--- src/rtl/sdram_ctrl_if.sv ---
// Requester-side bus of the SDRAM sequencer: one 32-bit word per request,
// held by the master until ack.
interface sdram_ctrl_if;
   logic        req;
   logic        wr;
   logic [22:0] addr;
   logic [31:0] wdata;
   logic        ack;
   logic        rvalid;
   logic [31:0] rdata;
   logic        ready;

   modport master (output req, wr, addr, wdata, input ack, rvalid, rdata, ready);
   modport slave  (input req, wr, addr, wdata, output ack, rvalid, rdata, ready);
endinterface

--- src/rtl/sdram_ctrl.sv ---
// Live command sequencer for a 16-bit SDR SDRAM: power-up init, periodic
// auto-refresh and closed-page single-word (2 x 16) read/write.
//
// state      | meaning
// -----------+--------------------------------------------------------
// INIT_WAIT  | power-up wait, pins deselected, CKE raised half way
// INIT_PRE   | PRECHARGE all issued, waiting tRP
// INIT_REF1  | first AUTO REFRESH issued, waiting tRFC
// INIT_REF2  | second AUTO REFRESH issued, waiting tRFC
// INIT_LMR   | LOAD MODE issued (BL=2, sequential, CL=2), waiting tMRD
// IDLE       | ready; refresh has priority over a request
// REFRESH    | AUTO REFRESH issued, waiting tRFC
// ACTIVATE   | ACTIVE issued, waiting tRCD
// WRITE      | WRITE+AP issued, second beat then tWR + tRP
// READ       | READ+AP issued, collecting both halves
module sdram_ctrl #(
   parameter int INIT_CYCLES    = 4096,
   parameter int REFRESH_CYCLES = 640,
   parameter int TRP            = 2,
   parameter int TRFC           = 8,
   parameter int TRCD           = 2,
   parameter int TWR            = 2,
   parameter int RD_LAT         = 3
) (
   input  logic        clk,
   input  logic        rst,
   sdram_ctrl_if.slave bus,
   output logic        sdr_cke,
   output logic        sdr_cs_n,
   output logic        sdr_ras_n,
   output logic        sdr_cas_n,
   output logic        sdr_we_n,
   output logic [1:0]  sdr_ba,
   output logic [12:0] sdr_a,
   output logic [1:0]  sdr_dm,
   output logic [15:0] dq_o,
   output logic        dq_oe,
   input  logic [15:0] dq_i
);

   localparam int TW = 16;
   localparam logic [TW-1:0] CKE_AT = TW'(INIT_CYCLES / 2);

   // {cs_n, ras_n, cas_n, we_n}
   localparam logic [3:0] CMD_DESEL = 4'b1111;
   localparam logic [3:0] CMD_NOP   = 4'b0111;
   localparam logic [3:0] CMD_ACT   = 4'b0011;
   localparam logic [3:0] CMD_READ  = 4'b0101;
   localparam logic [3:0] CMD_WRITE = 4'b0100;
   localparam logic [3:0] CMD_PRE   = 4'b0010;
   localparam logic [3:0] CMD_REF   = 4'b0001;
   localparam logic [3:0] CMD_LMR   = 4'b0000;

   typedef enum logic [3:0] {
      S_INIT_WAIT, S_INIT_PRE, S_INIT_REF1, S_INIT_REF2, S_INIT_LMR,
      S_IDLE, S_REFRESH, S_ACTIVATE, S_WRITE, S_READ
   } state_t;

   state_t          state, state_nxt;
   logic [TW-1:0]   timer, timer_nxt;
   logic            timer_zero;
   logic [3:0]      cmd_nxt;
   logic [1:0]      ba_nxt;
   logic [12:0]     a_nxt;
   logic [15:0]     dq_o_nxt;
   logic            dq_oe_nxt;
   logic            accept, go_refresh, init_done, rd_first, rd_last;

   logic [1:0]      bank_q;
   logic [7:0]      col_q;
   logic            wr_q;
   logic [31:0]     wdata_q;
   logic [15:0]     dq_q;
   logic [15:0]     half_q;
   logic [TW-1:0]   ref_cnt;
   logic            ref_pend;
   logic [12:0]     col_a;

   assign timer_zero = (timer == '0);
   // Auto-precharge on a[10]; the 16-bit column is the word column shifted left.
   assign col_a      = {2'b00, 1'b1, 1'b0, col_q, 1'b0};

   always_comb begin
      state_nxt  = state;
      timer_nxt  = timer_zero ? timer : timer - 1'b1;
      cmd_nxt    = CMD_NOP;
      ba_nxt     = sdr_ba;
      a_nxt      = sdr_a;
      dq_o_nxt   = '0;
      dq_oe_nxt  = 1'b0;
      accept     = 1'b0;
      go_refresh = 1'b0;
      init_done  = 1'b0;
      rd_first   = 1'b0;
      rd_last    = 1'b0;
      case (state)
         S_INIT_WAIT: begin
            cmd_nxt = CMD_DESEL;
            if (timer_zero) begin
               state_nxt = S_INIT_PRE;
               timer_nxt = TW'(TRP - 1);
               cmd_nxt   = CMD_PRE;
               ba_nxt    = 2'b00;
               a_nxt     = 13'h0400;
            end
         end
         S_INIT_PRE: begin
            if (timer_zero) begin
               state_nxt = S_INIT_REF1;
               timer_nxt = TW'(TRFC - 1);
               cmd_nxt   = CMD_REF;
            end
         end
         S_INIT_REF1: begin
            if (timer_zero) begin
               state_nxt = S_INIT_REF2;
               timer_nxt = TW'(TRFC - 1);
               cmd_nxt   = CMD_REF;
            end
         end
         S_INIT_REF2: begin
            if (timer_zero) begin
               state_nxt = S_INIT_LMR;
               timer_nxt = TW'(1);
               cmd_nxt   = CMD_LMR;
               ba_nxt    = 2'b00;
               a_nxt     = 13'h0021;
            end
         end
         S_INIT_LMR: begin
            if (timer_zero) begin
               state_nxt = S_IDLE;
               init_done = 1'b1;
            end
         end
         S_IDLE: begin
            if (ref_pend) begin
               state_nxt  = S_REFRESH;
               timer_nxt  = TW'(TRFC - 1);
               cmd_nxt    = CMD_REF;
               go_refresh = 1'b1;
            end else if (bus.req) begin
               state_nxt = S_ACTIVATE;
               timer_nxt = TW'(TRCD - 1);
               cmd_nxt   = CMD_ACT;
               ba_nxt    = bus.addr[22:21];
               a_nxt     = bus.addr[20:8];
               accept    = 1'b1;
            end
         end
         S_REFRESH: begin
            if (timer_zero) state_nxt = S_IDLE;
         end
         S_ACTIVATE: begin
            if (timer_zero) begin
               ba_nxt = bank_q;
               a_nxt  = col_a;
               if (wr_q) begin
                  state_nxt = S_WRITE;
                  timer_nxt = TW'(TWR + TRP);
                  cmd_nxt   = CMD_WRITE;
                  dq_oe_nxt = 1'b1;
                  dq_o_nxt  = wdata_q[15:0];
               end else begin
                  state_nxt = S_READ;
                  timer_nxt = TW'(RD_LAT + 1);
                  cmd_nxt   = CMD_READ;
               end
            end
         end
         S_WRITE: begin
            // Second beat follows the WRITE command cycle directly.
            if (timer == TW'(TWR + TRP)) begin
               dq_oe_nxt = 1'b1;
               dq_o_nxt  = wdata_q[31:16];
            end
            if (timer_zero) state_nxt = S_IDLE;
         end
         S_READ: begin
            rd_first = (timer == TW'(1));
            rd_last  = timer_zero;
            if (timer_zero) state_nxt = S_IDLE;
         end
         default: state_nxt = S_INIT_WAIT;
      endcase
   end

   always_ff @(posedge clk or posedge rst) begin
      if (rst) begin
         state      <= S_INIT_WAIT;
         timer      <= TW'(INIT_CYCLES - 1);
         sdr_cke    <= 1'b0;
         {sdr_cs_n, sdr_ras_n, sdr_cas_n, sdr_we_n} <= CMD_DESEL;
         sdr_ba     <= '0;
         sdr_a      <= '0;
         sdr_dm     <= '0;
         dq_o       <= '0;
         dq_oe      <= 1'b0;
         bus.ack    <= 1'b0;
         bus.rvalid <= 1'b0;
         bus.rdata  <= '0;
         bus.ready  <= 1'b0;
         bank_q     <= '0;
         col_q      <= '0;
         wr_q       <= 1'b0;
         wdata_q    <= '0;
         dq_q       <= '0;
         half_q     <= '0;
         ref_cnt    <= TW'(REFRESH_CYCLES - 1);
         ref_pend   <= 1'b0;
      end else begin
         state   <= state_nxt;
         timer   <= timer_nxt;
         {sdr_cs_n, sdr_ras_n, sdr_cas_n, sdr_we_n} <= cmd_nxt;
         sdr_ba  <= ba_nxt;
         sdr_a   <= a_nxt;
         sdr_dm  <= '0;
         dq_o    <= dq_o_nxt;
         dq_oe   <= dq_oe_nxt;
         if (state == S_INIT_WAIT && timer == CKE_AT) sdr_cke <= 1'b1;

         bus.ack <= accept;
         if (accept) begin
            bank_q  <= bus.addr[22:21];
            col_q   <= bus.addr[7:0];
            wr_q    <= bus.wr;
            wdata_q <= bus.wdata;
         end

         dq_q       <= dq_i;
         bus.rvalid <= rd_last;
         if (rd_first) half_q <= dq_q;
         if (rd_last)  bus.rdata <= {dq_q, half_q};
         if (init_done) bus.ready <= 1'b1;

         // Refresh interval timer runs only once init is complete.
         if (go_refresh) ref_pend <= 1'b0;
         if (!bus.ready) begin
            ref_cnt <= TW'(REFRESH_CYCLES - 1);
         end else if (ref_cnt == '0) begin
            ref_cnt  <= TW'(REFRESH_CYCLES - 1);
            ref_pend <= 1'b1;
         end else begin
            ref_cnt <= ref_cnt - 1'b1;
         end
      end
   end

endmodule

--- src/flat_wrapper.sv ---
// flat-port wrapper written by rule: the top's interface ports become plain ports
module sdram_ctrl_flat 
#(
   parameter int INIT_CYCLES    = 4096,
   parameter int REFRESH_CYCLES = 640,
   parameter int TRP            = 2,
   parameter int TRFC           = 8,
   parameter int TRCD           = 2,
   parameter int TWR            = 2,
   parameter int RD_LAT         = 3
)
  (clk, rst, sdr_cke, sdr_cs_n, sdr_ras_n, sdr_cas_n, sdr_we_n, sdr_ba, sdr_a, sdr_dm, dq_o, dq_oe, dq_i, bus_req, bus_wr, bus_addr, bus_wdata, bus_ack, bus_rvalid, bus_rdata, bus_ready);
  sdram_ctrl_if bus_i ();
  input  logic clk;
  input  logic rst;
  output logic sdr_cke;
  output logic sdr_cs_n;
  output logic sdr_ras_n;
  output logic sdr_cas_n;
  output logic sdr_we_n;
  output logic [1:0] sdr_ba;
  output logic [12:0] sdr_a;
  output logic [1:0] sdr_dm;
  output logic [15:0] dq_o;
  output logic dq_oe;
  input  logic [15:0] dq_i;
  input wire logic [$bits(bus_i.req)-1:0] bus_req;
  input wire logic [$bits(bus_i.wr)-1:0] bus_wr;
  input wire logic [$bits(bus_i.addr)-1:0] bus_addr;
  input wire logic [$bits(bus_i.wdata)-1:0] bus_wdata;
  output wire logic [$bits(bus_i.ack)-1:0] bus_ack;
  output wire logic [$bits(bus_i.rvalid)-1:0] bus_rvalid;
  output wire logic [$bits(bus_i.rdata)-1:0] bus_rdata;
  output wire logic [$bits(bus_i.ready)-1:0] bus_ready;
  assign bus_i.req = bus_req;
  assign bus_i.wr = bus_wr;
  assign bus_i.addr = bus_addr;
  assign bus_i.wdata = bus_wdata;
  assign bus_ack = bus_i.ack;
  assign bus_rvalid = bus_i.rvalid;
  assign bus_rdata = bus_i.rdata;
  assign bus_ready = bus_i.ready;
  sdram_ctrl #(.INIT_CYCLES(INIT_CYCLES), .REFRESH_CYCLES(REFRESH_CYCLES), .TRP(TRP), .TRFC(TRFC), .TRCD(TRCD), .TWR(TWR), .RD_LAT(RD_LAT)) u_core (.clk(clk), .rst(rst), .bus(bus_i), .sdr_cke(sdr_cke), .sdr_cs_n(sdr_cs_n), .sdr_ras_n(sdr_ras_n), .sdr_cas_n(sdr_cas_n), .sdr_we_n(sdr_we_n), .sdr_ba(sdr_ba), .sdr_a(sdr_a), .sdr_dm(sdr_dm), .dq_o(dq_o), .dq_oe(dq_oe), .dq_i(dq_i));
endmodule
--- config.mk ---
export PLATFORM = sky130hd
export DESIGN_NAME = sdram_ctrl_flat
export DESIGN_NICKNAME = d
export VERILOG_FILES = /design/src/rtl/sdram_ctrl_if.sv /design/src/rtl/sdram_ctrl.sv /design/src/flat_wrapper.sv
export SDC_FILE = /design/constraint.sdc
export NUM_CORES = 1
export LEC_CHECK = 0
export BUFFER_PORTS_ARGS = -buffer_cell sky130_fd_sc_hd__buf_2
export CAP_MARGIN = 5
export CORE_MARGIN = 10
export CORE_UTILIZATION = 51
export CTS_CLUSTER_SIZE = 20
export DETAILED_ROUTE_END_ITERATION = 8
export HOLD_SLACK_MARGIN = 0.03
export PLACE_DENSITY_LB_ADDON = 0.25
export SYNTH_ARGS = -nofsm -noshare
export SYNTH_HDL_FRONTEND = slang
export SYNTH_SLANG_ARGS = --single-unit
--- constraint.sdc ---
create_clock -name clk -period 6 [get_ports clk]
set_input_delay 0.3 -clock clk [delete_from_list [all_inputs] [get_ports clk]]
set_output_delay 0.3 -clock clk [all_outputs]
set_load 0.02 [all_outputs]
# Word level (Yosys, flattened, before mapping)
# Index checks and enable logic that the tools add are counted.
[totals] ff_bits=184 input_bits=75 elab_cells=117
[classes] add_sub_neg=2 n_eq_ne=22 mux=58 reduce_logical=12
[ops] operator="two-way mux 16 bit" n=11
[ops] operator="two-way mux 13 bit" n=5
[ops] operator="one-hot mux 16 bit (4 select lines)" n=1
[ops] operator="one-hot mux 13 bit (4 select lines)" n=1
[ops] operator="two-way mux 4 bit" n=11
[ops] operator="zero test 16 bit" n=2
[ops] operator="one-hot mux 16 bit (2 select lines)" n=1
[ops] operator="subtractor 16 x 1 -> 16 bit (second input constant)" n=2
[ops] operator="one-hot mux 4 bit (7 select lines)" n=1
[ops] operator="one-hot mux 4 bit (5 select lines)" n=1
[ops] operator="two-way mux 1 bit" n=17
[ops] operator="equality test 16 x 1 -> 1 bit (second input constant)" n=1
[ops] operator="equality test 16 x 12 -> 1 bit (second input constant)" n=1
[ops] operator="equality test 16 x 3 -> 1 bit (second input constant)" n=1
[ops] operator="equality test 4 x 3 -> 1 bit (second input constant)" n=4
[ops] operator="inequality test 2 x 1 -> 1 bit (second input constant)" n=7
[ops] operator="two-way mux 3 bit" n=3
[ops] operator="equality test 4 x 2 -> 1 bit (second input constant)" n=2
[ops] operator="equality test 4 bit (second input constant)" n=2
[ops] operator="two-way mux 2 bit" n=4
[ops] operator="AND reduction 7 bit" n=1
[ops] operator="one-hot mux 2 bit (3 select lines)" n=1
[ops] operator="AND reduction 6 bit" n=1
[ops] operator="AND reduction 5 bit" n=1
[ops] operator="10 further kinds" n=12

# Logic depth before layout (Yosys ltp)
[depth] ltp_word=5 mapped_depth=11 depth_no_buf=11

# Least setup slack after synthesis
# No wires, ideal clock.
[synth_path] path_type="register to register" from="reg u_core.timer[0]" to="reg u_core.sdr_a[5]" t_arrival_ns=2.150 required_ns=5.890 setup_slack_ns=3.740 path_stages_with_launch=10 period_less_slack_ns=2.260 cell_sequence="dfstp_2 inv_1 ha_1 nor3b_1 and3_1 clkbuf_1 a31oi_1 clkbuf_1 nand2_1 o41ai_1"
[synth_between] elab_chain_cells=3 elab_cells_between_ends=5 classes_between="eq/ne: 3; reduce/logical: 2"
[synth_rtl] item="start: declaration" line_no="sdram_ctrl.sv:60" source="logic [TW-1:0] timer, timer_nxt;"
[synth_rtl] item="start signal: assignment" line_no="sdram_ctrl.sv:191" source="timer <= TW'(INIT_CYCLES - 1);"
[synth_rtl] item="start signal: assignment" line_no="sdram_ctrl.sv:213" source="timer <= timer_nxt;"
[synth_rtl] item="zero test 16 bit (*)" line_no="sdram_ctrl.sv:79" source="assign timer_zero = (timer == '0);"
[synth_rtl] item="inequality test 2 x 1 -> 1 bit (no source line)"
[synth_rtl] item="AND reduction 6 bit (no source line) (*)"
[synth_rtl] item="end signal: assignment" line_no="sdram_ctrl.sv:216" source="sdr_a <= a_nxt;"
[synth_rtl] item="end: declaration" line_no="sdram_ctrl.sv:34" source="output logic [12:0] sdr_a,"
# Every way passes the cells marked *; elsewhere a longest branch is shown, timed or not.
# A chain may end at the register's enable or synchronous reset.

# Worst setup path after layout
[layout_path] from="reg u_core.state[2]" to="reg u_core.sdr_a[5]"
[layout_between] elab_chain_cells=3 elab_cells_between_ends=12 classes_between="eq/ne: 8; mux: 1; reduce/logical: 3"
[layout_rtl] item="start: declaration" line_no="sdram_ctrl.sv:59" source="state_t state, state_nxt;"
[layout_rtl] item="start signal: assignment" line_no="sdram_ctrl.sv:212" source="state <= state_nxt;"
[layout_rtl] item="equality test 4 x 3 -> 1 bit, or another cell as far along" line_no="sdram_ctrl.sv:96" source="case (state)"
[layout_rtl] item="inequality test 2 x 1 -> 1 bit (no source line), or another cell as far along"
[layout_rtl] item="AND reduction 6 bit (no source line)"
# Several ways; a longest one is shown, not always the timed one.

==> metrics <==
critical path class=flip-flop to flip-flop; largest fanout of any net on the critical path=48; Worst Tran Pin Value=1185 ps; cell-by-cell trace of the critical path=nor4bb_2 > and3b_2 > a31oi_2 > o41ai_1; area leader, netlist=sky130_fd_sc_hd__dfrtp_1; proportion of layout cells with a drive suffix above 1=0.4027; area of the mapped netlist=7552 um2; routed wire length=16800 um; crit path capture type=flip-flop; fraction of the yosys area taken by sequential cells=0.6137; Inserted Clock Buffers=17; antenna violations before repair=0; final core occ=0.6262; most used flip-flop cell after synthesis=sky130_fd_sc_hd__dfrtp_1; count of endpoints failing hold in the final timing report=0; total leakage power=4.442 nW; Post-Synthesis Mean Instance Area=12.82 um2; final weighted congestion in routability-driven placement=0.9259; largest net degree at the start of global routing=113; Die Y-Extent=141.7 um; flops & latches, synth=184; area growth from synthesis to layout=20.51%; status=finished, final reports clean; nets=822; placed wire-length estimate after detailed placement=11440 um; fin crit share=0.6527; vias in the first global route=5489; Buffers on Ports=146; launching element of the worst setup path=u_core.state[2]$_DFFE_PP0P_; global-route wire length before repair=27690 um; Resized cells post-CTS=0; most used routing layer in global routing=met2; minimum period implied by the final worst setup slack=3916 ps; power density over cell area=411.3 nW/um2; via count of the routed design=5082; WP data required=6310 ps; reg-to-reg setup timing slack=2080 ps; remaining antenna violation count=0; WHS=73.61 ps; Worst Setup Slack, final=2084 ps; final setup fails=0; reg-to-reg endpoint=u_core.sdr_a[5]$_DFFE_PP0P_; # fillers=1152; most area-consuming cells after synthesis=sky130_fd_sc_hd__dfrtp_1 53%, sky130_fd_sc_hd__mux2_2 13%, sky130_fd_sc_hd__dfstp_2 8.3%; Fmax=255.4 MHz; via density per instance=5.441; number of remaining DRC errors=0; 1st-pass router iterations=7; met1 track demand over resource in global routing=0.2017; reported max-cap violation count=0; starting density of the core=0.5196; FF-to-FF Start=u_core.state[2]$_DFFE_PP0P_; worst hold-check path type=primary input to asynchronous set/reset pin; Clock Sinks=184; register clock-pin slew on the reported worst setup and hold paths=70 ps; Synth cell types=57; Clock Tree Root=sky130_fd_sc_hd__clkbuf_16; Post-synth EDFFs=0; Iter 0 DRT Violations=286; depth of the worst register-to-register path=4; final-report max-slew violation count=0; maximum VDD drop=0.2823 mV; insertion delay of the later-clocked pin in the worst-skew pair=430 ps; async set-reset flop share out of synthesis=1.000; Slowest-stage cell, CP=sky130_fd_sc_hd__nor4bb_2; Final TNS setup=0 ps; number of H-tree levels=4; Core Rows=44; worst slack at placement=2046 ps; TritonCTS clock tree=built; floorplan die area=20080 um2; count of antenna diodes in the layout=0; met3 global-route usage=0.06542; global-route track usage on met2=0.2782; Crit path largest cell delay=1100 ps; maximum buffer depth of the clock tree=2; floorplan core area=14530 um2; critical path startpoint category=flip-flop; Clock Skew=12.79 ps; die span in x=141.7 um; RSZ-0062 raised after global routing=no; number of synthesis warnings=0; final routed wire length divided by cell count=17.98 um; number of ports placed on the die boundary=149; gate count after technology mapping=589; worst slew margin relative to its limit=0.1989; final global-route overflow total=0; CP Data Arrival Time=4230 ps; share of Yosys cell area claimed by the top area cell type=0.5302; total track usage=0.1698
-- per-layer routing --
metal	wire length [um]	vias up
li1	-	2361
met1	6897	2557
met2	8542	154
met3	1245	10
met4	112	0
met5	0	-
-- worst max-delay path by stage --
stage | cells after the start | slack (ps) | end
CTS | 4 | 2020 | u_core.sdr_a[5]$_DFFE_PP0P_
detailed placement | 4 | 2050 | u_core.sdr_a[5]$_DFFE_PP0P_
global placement | 4 | 2250 | u_core.sdr_a[5]$_DFFE_PP0P_
global route | 4 | 1590 | u_core.sdr_a[5]$_DFFE_PP0P_
floorplan | 1 | 740 | u_core.bank_q[0]$_DFFE_PP0P_
finish | 4 | 2080 | u_core.sdr_a[5]$_DFFE_PP0P_
-- cell usage in the layout (no fill, tap or decap), drive strengths merged, types with 2 or more instances in the layout --
cell type	netlist	layout
nor3	15	15
nand2	37	37
conb	1	2
or3	8	8
buf	19	148
xnor2	12	12
xor2	14	14
mux2	91	91
o41ai	3	3
a22oi	9	9
o21ai	17	17
a21oi	14	14
o31ai	3	3
and3	3	3
o21bai	2	2
a31oi	5	5
inv	10	13
clkbuf	15	20
dfrtp	160	160
nor2	40	40
dlygate4sd3	0	16
nand4	3	3
nand2b	8	8
o221ai	2	2
dfstp	24	24
ha	7	7
a211oi	4	4
a21boi	2	2
nor2b	4	4
nand3	9	9
clkinv	0	4
nor3b	3	3
a22o	21	21
nor4	4	4
clkinvlp	0	2
nand3b	5	5
-- where the power goes --
group	internal, mW	leakage [nW]	switching (mW)
sequential	1.53	2.32	0.204
clock	0.589	0.267	0.464
combinational	0.427	1.85	0.530
total	2.55	4.44	1.20
-- cells by family (layout without fill, tap and decap cells) --
kind of cell    count (synthesis)  count (layout)  synth area share
simple gates                  146             146           0.09742
compound gates                 90              90           0.08367
other cells                     1               2         0.0004965
flops                         184             184            0.6137
buf+inv                        44             204           0.02733
xor+xnor                       26              26           0.03015
mux                            91              91            0.1357
fa+ha+maj                       7               7           0.01160
-- critical path: cells and delay by family, from the launching register on --
| family | cells | cell delay [ps] |
|---|---|---|
| AOI/OAI and AO/OA | 2 | 910 |
| DFF | 1 | 680 |
| and+or+nand+nor | 2 | 2200 |
-- area by class of cell --
cell class	instances	area, um2	share of cell area
Timing Repair Buffer	165	913.4	0.1004
Clock buffer	19	452.9	0.04977
Multi-Input combinational cell	362	2731	0.3001
Tap cell	184	230.2	0.02530
Inverter	10	42.54	0.004674
Clock inverter	10	96.34	0.01059
Sequential cell	184	4634	0.5092
-- synthesized netlist by cell type, types with 2 or more instances --
| cell | number |
|---|---|
| sky130_fd_sc_hd__a211oi_1 | 4 |
| sky130_fd_sc_hd__a21boi_0 | 2 |
| sky130_fd_sc_hd__a21oi_1 | 14 |
| sky130_fd_sc_hd__a22o_1 | 21 |
| sky130_fd_sc_hd__a22oi_1 | 9 |
| sky130_fd_sc_hd__a31oi_1 | 5 |
| sky130_fd_sc_hd__and3_1 | 3 |
| sky130_fd_sc_hd__buf_2 | 14 |
| sky130_fd_sc_hd__buf_4 | 4 |
| sky130_fd_sc_hd__clkbuf_1 | 14 |
| sky130_fd_sc_hd__dfrtp_1 | 160 |
| sky130_fd_sc_hd__dfstp_2 | 24 |
| sky130_fd_sc_hd__ha_1 | 7 |
| sky130_fd_sc_hd__inv_1 | 9 |
| sky130_fd_sc_hd__mux2_1 | 2 |
| sky130_fd_sc_hd__mux2_2 | 89 |
| sky130_fd_sc_hd__nand2_1 | 37 |
| sky130_fd_sc_hd__nand2b_1 | 8 |
| sky130_fd_sc_hd__nand3_1 | 8 |
| sky130_fd_sc_hd__nand3b_1 | 5 |
| sky130_fd_sc_hd__nand4_1 | 3 |
| sky130_fd_sc_hd__nor2_1 | 39 |
| sky130_fd_sc_hd__nor2b_1 | 4 |
| sky130_fd_sc_hd__nor3_1 | 14 |
| sky130_fd_sc_hd__nor3b_1 | 3 |
| sky130_fd_sc_hd__nor4_1 | 4 |
| sky130_fd_sc_hd__o21ai_0 | 17 |
| sky130_fd_sc_hd__o21bai_1 | 2 |
| sky130_fd_sc_hd__o221ai_1 | 2 |
| sky130_fd_sc_hd__o31ai_1 | 3 |
| sky130_fd_sc_hd__o41ai_1 | 3 |
| sky130_fd_sc_hd__or3_1 | 7 |
| sky130_fd_sc_hd__xnor2_1 | 12 |
| sky130_fd_sc_hd__xor2_1 | 14 |
-- flip-flops by register name, summed over array words and instances (netlist names), 2 cells and up --
register	count
u_core.wdata_q	32
u_core.sdr_ba	2
u_core.half_q	16
u_core.dq_o	16
u_core.ref_cnt	16
u_core.state	4
u_core.bank_q	2
u_core.col_q	8
u_core.timer	16
u_core.dq_q	16
u_core.sdr_a	13
u_core.bus.rdata	32
-- repair_timing --
action | in CTS | in global routing
setup buffers | 0 | 0
endpoints found under the hold margin | 16 | 0
hold buffers | 16 | 0
-- metrics by stage --
step	instance area, um2	total power, mW	instances
after global routing	9101	3.965	934
final	9101	3.744	934
after CTS	9094	3.758	933
after global placement	8384	2.628	888
after floorplan	7556	2.425	590
after detailed placement	8384	2.688	888
Power figures use the tool's default switching activity.
